**src/rtl/uart_tx_arbiter.sv**
```systemverilog
// uart_tx_arbiter: round-robin sharing of one uart_transmitter among NUM_REQ byte producers.
// Define UART_ARB_TIMEOUT_EN to build the tx_done watchdog (err_timeout pulse on expiry).
module uart_tx_arbiter #(
    parameter int NUM_REQ        = 4,
    parameter int TIMEOUT_CYCLES = 2_000_000
) (
    input  logic                       clk,
    input  logic                       rst,
    input  logic [NUM_REQ-1:0]         req,
    input  logic [8*NUM_REQ-1:0]       req_data,
    output logic [NUM_REQ-1:0]         ack,
    output logic [$clog2(NUM_REQ)-1:0] grant_idx,
    output logic                       busy,
    output logic                       tx_req,
    output logic [7:0]                 tx_din,
    input  logic                       tx_done,
    output logic                       err_timeout
);
    localparam int IW = $clog2(NUM_REQ);

    typedef enum logic [1:0] {IDLE, ISSUE, WAIT_DONE, ACK} state_t;

    state_t            state_q;
    logic [IW-1:0]     ptr_q, grant_q, sel_d, ptr_d;
    logic [NUM_REQ-1:0] ack_q;
    logic              busy_q, tx_req_q;
    logic [7:0]        din_q;

    // Highest offset first so the requester closest to ptr wins.
    always_comb begin
        sel_d = '0;
        for (int i = NUM_REQ - 1; i >= 0; i--) begin
            if (req[(int'(ptr_q) + i) % NUM_REQ]) sel_d = IW'((int'(ptr_q) + i) % NUM_REQ);
        end
    end

    assign ptr_d = (grant_q == IW'(NUM_REQ - 1)) ? '0 : grant_q + 1'b1;

`ifdef UART_ARB_TIMEOUT_EN
    localparam int CW = $clog2(TIMEOUT_CYCLES);
    logic [CW-1:0] cnt_q;
    logic          err_q;
    assign err_timeout = err_q;
`else
    assign err_timeout = 1'b0;
`endif

    always_ff @(posedge clk) begin
        if (rst) begin
            state_q  <= IDLE;
            ptr_q    <= '0;
            grant_q  <= '0;
            ack_q    <= '0;
            busy_q   <= 1'b0;
            tx_req_q <= 1'b0;
            din_q    <= 8'h00;
`ifdef UART_ARB_TIMEOUT_EN
            cnt_q    <= '0;
            err_q    <= 1'b0;
`endif
        end else begin
            ack_q    <= '0;
            tx_req_q <= 1'b0;
`ifdef UART_ARB_TIMEOUT_EN
            err_q    <= 1'b0;
`endif
            case (state_q)
                IDLE: if (|req) begin
                    grant_q  <= sel_d;
                    din_q    <= req_data[8*sel_d +: 8];
                    busy_q   <= 1'b1;
                    tx_req_q <= 1'b1;
                    state_q  <= ISSUE;
                end
                ISSUE: begin
`ifdef UART_ARB_TIMEOUT_EN
                    cnt_q   <= '0;
`endif
                    state_q <= WAIT_DONE;
                end
                WAIT_DONE: begin
                    if (tx_done) begin
                        ack_q   <= NUM_REQ'(1) << grant_q;
                        state_q <= ACK;
`ifdef UART_ARB_TIMEOUT_EN
                    // Expire on the cycle the count would reach TIMEOUT_CYCLES-1.
                    end else if (cnt_q + 1'b1 == CW'(TIMEOUT_CYCLES - 1)) begin
                        err_q   <= 1'b1;
                        busy_q  <= 1'b0;
                        ptr_q   <= ptr_d;
                        state_q <= IDLE;
                    end else begin
                        cnt_q   <= cnt_q + 1'b1;
`endif
                    end
                end
                ACK: begin
                    busy_q  <= 1'b0;
                    ptr_q   <= ptr_d;
                    state_q <= IDLE;
                end
                default: state_q <= IDLE;
            endcase
        end
    end

    assign ack       = ack_q;
    assign grant_idx = grant_q;
    assign busy      = busy_q;
    assign tx_req    = tx_req_q;
    assign tx_din    = din_q;
endmodule

```
**config.mk**
```make
export PLATFORM = sky130hd
export DESIGN_NAME = uart_tx_arbiter
export DESIGN_NICKNAME = d
export VERILOG_FILES = /design/src/rtl/uart_tx_arbiter.sv
export SDC_FILE = /design/constraint.sdc
export NUM_CORES = 1
export LEC_CHECK = 0
export BUFFER_PORTS_ARGS = -buffer_cell sky130_fd_sc_hd__buf_2
export CORE_MARGIN = 1
export CORE_UTILIZATION = 48
export DETAILED_ROUTE_END_ITERATION = 12
export GPL_TIMING_DRIVEN = 1
export HOLD_SLACK_MARGIN = 0.1
export PLACE_DENSITY = 0.93
export SLEW_MARGIN = 25
export SYNTH_ARGS = -nofsm -noshare
export SYNTH_HDL_FRONTEND = slang
export SYNTH_SLANG_ARGS = --single-unit
```
**constraint.sdc**
```tcl
create_clock -name clk -period 3.4 [get_ports clk]
set_input_delay 0.34 -clock clk [delete_from_list [all_inputs] [get_ports clk]]
set_output_delay 0.34 -clock clk [all_outputs]
set_load 0.01 [all_outputs]
```
-- Word-level counts from Yosys, hierarchy flattened
Cells that the tools add are included.
- register bits: 20
- logic and storage cells: 62
- add/sub/neg operators: 4
- $lt $le $gt $ge: 4
- equal/unequal tests: 6
- shift operators: 2
- muxes and demuxes: 22
- bitwise operators: 6
- reductions and logical operators: 11
- operators with widths (cell ; number):
    $shiftx 32x6->8 ; 1
    $mux 2 ; 7
    $lt 3x4->1 const B ; 3
    $mux 1 ; 9
    $bmux 1 s2 ; 4
    $pmux 2 s4 ; 1
    $reduce_or 2->1 ; 4
    $eq 2x2->1 const B ; 3
    $reduce_and 2->1 ; 3
    $add 2x1->2 const B ; 2
    $add 2x2->2 const B ; 2
    $ne 2x2->1 const B ; 2
    $reduce_or 4->1 ; 1
    $shl 1x2->4 const A ; 1
    $and 1x1->1 const A ; 3
    $lt 2x3->1 const B ; 1
    $not 1->1 ; 3
    $reduce_or 3->1 ; 1
    $eq 2x1->1 const B ; 1
    $logic_not 2->1 ; 1
    $pmux 1 s2 ; 1
    $reduce_bool 2->1 ; 1

-- Longest topological paths before layout
- depth in word-level cells: 11
- depth in mapped cells: 7
- mapped depth without buffers: 7

-- Worst setup path after synthesis
No wires, ideal clock.
- path kind: input port to flip-flop
- start: in req[0]
- end: reg din_q[1], in the netlist tx_din[1]
- library setup time: 128 ps
- arrival: 1349 ps
- path slack: 1923 ps
- cell stages on the path: 6
- path buffers: 1
- cell sequence: a21oi_2 -> o21ai_2 -> a21oi_4 -> buf_12 -> mux2i_1 -> o221ai_2
- cells in the longest elaborated chain, start to end: 8
- RTL lines (item ; line ; RTL):
    start: declaration ; 9 ; input logic [NUM_REQ-1:0] req,
    $bmux 1 s2 ; 33 ; if (req[(int'(ptr_q) + i) % NUM_REQ]) sel_d = IW'((int'(ptr_q) + i) % NUM_REQ);
    $mux 1 (implied by the code) (2 in a row) ; 33 ;
    $mux 2 (4 in a row) ; 33 ;
    $shiftx 32x6->8 ; 70 ; din_q <= req_data[8*sel_d +: 8];
    end signal: assignment ; 70 ;
    end: declaration ; 27 ; logic [7:0] din_q;
Parallel ways exist; a longest one is shown, timed or not. The select of a mux whose other input is x is not followed.
A chain may end at the register's enable or synchronous reset.

-- Worst setup path after layout
- start: reg ptr_q[1]
- end: reg din_q[4], in the netlist tx_din[4]
- cells in the longest elaborated chain, start to end: 9
- RTL lines (item ; line ; RTL):
    start: declaration ; 24 ; logic [IW-1:0] ptr_q, grant_q, sel_d, ptr_d;
    start signal: assignment ; 99 ; ptr_q <= ptr_d;
    $add 2x2->2 ; 33 ;
    $bmux 1 s2 ; 33 ;
    $mux 1 (implied by the code) (2 in a row) ; 33 ;
    $mux 2 (3 in a row) ; 33 ;
    $mux 2 * ; 33 ;
    $shiftx 32x6->8 * ; 70 ;
Mark *: on every way between the ends. The rest lies on a longest branch, timed or not. The select of a mux whose other input is x is not followed.

==> metrics.txt <==
status=finished clean; initial antenna violation count=0; Cell Area, Placed=1370 sq um; Cells after Synth=111; Die ar.=2500 sq um; Non-Filler Instances=192; Reg2Reg Depth=5; CP arrival=1970 ps; Comb pwr share=42.3%; Critical Path Source Type=register; synth cell count leaders=dfxtp_1 (20), mux2i_1 (20), nor2_1 (11); Final nets=208; min Tclk post-route=1790 ps; # IOs=56; setup bufs post-CTS=0; Slew HR=53.7%; Yosys top cell area share=36.2%; Starting DRT DRC Count=28; prevailing post-synth register cell=dfxtp_1; Worst Min Path Start=rst; final instance area=1400 sq um; clk sinks=20; Fin Setup TNS=0 ps; crit path from=ptr_q[1]; skew final=2.80 ps; port bufs=54; RSZ-0062 raised after global routing=no; Critical Path Fanout Max=17; Cell Pwr Density=586 nW/um^2; Cell Int Power=0.000512 W; Die Y=50.0 um; Async S/R FF share, synth=0%; clock power share=16.9%; leakage power=0.642 nW; hold_buf cts=0; Worst VDD drop=0.334 mV; largest net degree at the start of global routing=18; GP Congestion=0.768; Hold Crit Class=in -> reg; Num CTS Buffers=3; DRT Pass-1 Iters=4; share of cells above drive strength 1=45.7%; top cells by area, synth=dfxtp_1 (36%), mux2i_1 (18%), o221ai_2 (11%); Post-Route WL=2610 um; Clock transition at path regs=110 ps; critical path type=reg -> reg; Mapped Avg Cell Area=9.98 sq um; EDFF count, synth=0; Seq pwr share=40.8%; Fin. Hold Viols=0; clk buf depth=2; slew at the pin closest to its max-slew limit=693 ps; Synth Register Bits=20; Clock Tree Root=clkbuf_4; flop2flop setup slack=1610 ps; DR vias=1,034; fin util=64.0%; Initial Util=50.5%; placed cells=188; Overflow after GRT=0; Syn Nets=154; Achievable Freq=0.559 GHz; Distinct cells, synth=28; cell count of the worst hold path=2; clock insertion delay at the later pin of the skew report=300 ps; area leader, netlist=dfxtp_1; sequential area share after synthesis=36.2%; synth warn=0; detailed placement HPWL=2120 um; Setup crit end kind=register; Max Cap Viol=0; CTS tree=built; global-route wire length before repair=4110 um; number of global-route vias before repair=922; WL/cell=13.6 um; Final ANT Viol Nets=0; Min Hold Slack=332 ps; n_diodes=0; Clock H-tree levels=1; row cnt=17; Core Region=2190 sq um; CP required=3580 ps; GRT Overall Usage=21.9%; Die Width=50.0 um; Critical R2R Launch=ptr_q[1]; final worst-path cycle share=52.6%; # setup viols final=0; sw frac=37.6%; Sw Pwr=0.000309 W; mapped cell area=1110 sq um; Via density=5.39; DRC violations left=0; area growth from synthesis to layout=26.6%; Resized Gates After CTS=0; fin. max-slew vios=0
## registers in the layout, indices dropped and copies added, names as in the netlist
| name | count |
|---|---|
| tx_req | 1 |
| busy | 1 |
| grant_idx | 2 |
| state_q | 2 |
| tx_din | 8 |
| ack | 4 |
| ptr_q | 2 |
## cell type report
class,count,area (sq um)
multi-input cells,79,633
well taps,28,35.0
flip-flops and latches,20,400
inverters,7,26.3
repair buffers,54,270
clock buffers,4,36.3
fillers,166,790
## worst max-delay path, cell delays in order, from the launching register on
cell	delay (ps)
dfxtp_1	380
a21oi_2	160
o21ai_2	90
a21oi_4	580
mux2i_1	340
o221ai_2	120
## metrics by stage
stage / total power [W] / setup WS [ps]
6_report: 0.000821 / 1610
5_1_grt: 0.000875 / 1450
4_1_cts: 0.000820 / 1610
3_5_place_dp: 0.000686 / 1500
3_3_place_gp: 0.000662 / 1570
2_1_floorplan: 0.000586 / 1920
## worst paths after layout
kind                             endpoint
worst min-delay path             ptr_q[0]
worst min register to register  tx_din[7]
worst max-delay path            tx_din[4]
worst max register to register  tx_din[4]
## power by group through the flow
stage               Clock, W  Sequential, W  Combinational (W)
floorplan                  0       0.000357           0.000230
global placement           0       0.000336           0.000326
detailed placement         0       0.000341           0.000345
CTS                 0.000139       0.000335           0.000346
global route        0.000154       0.000344           0.000377
finish              0.000139       0.000335           0.000347
## metal layers
layer | vias up | GRT usage (%) | share of wire [%]
li1 | 497 | - | -
met1 | 486 | 22.0 | 37
met2 | 43 | 40.4 | 56
met3 | 8 | 4.94 | 4.9
met4 | 0 | 12.9 | 2.4
met5 | - | 0 | 0
## logic make-up (layout without fill, tap and decap cells)
group / after synthesis / count (layout) / synth area share (%)
AOI/OAI and AO/OA: 18 / 18 / 18.3
adders and majority gates: 4 / 4 / 4.52
buffers and inverters: 12 / 65 / 6.67
DFF: 20 / 20 / 36.2
muxes: 20 / 20 / 18.1
other: 1 / 1 / 0.339
and+or+nand+nor: 36 / 36 / 15.9
## placed cells by master, fill, tap and decap left out, drive strengths merged
master  synthesis  final
conb            1      1
a22o            1      1
dfxtp          20     20
nor4            1      1
a221oi          1      1
nand2b          4      4
o21ai           1      1
inv             7      7
ha              4      4
buf             3     54
nor2b           2      2
nor2           12     12
o221ai          8      8
nand2          11     11
a21oi           7      7
nand3b          1      1
nor3            5      5
clkbuf          2      4
mux2i          20     20
(Power assumes the default switching activity.)
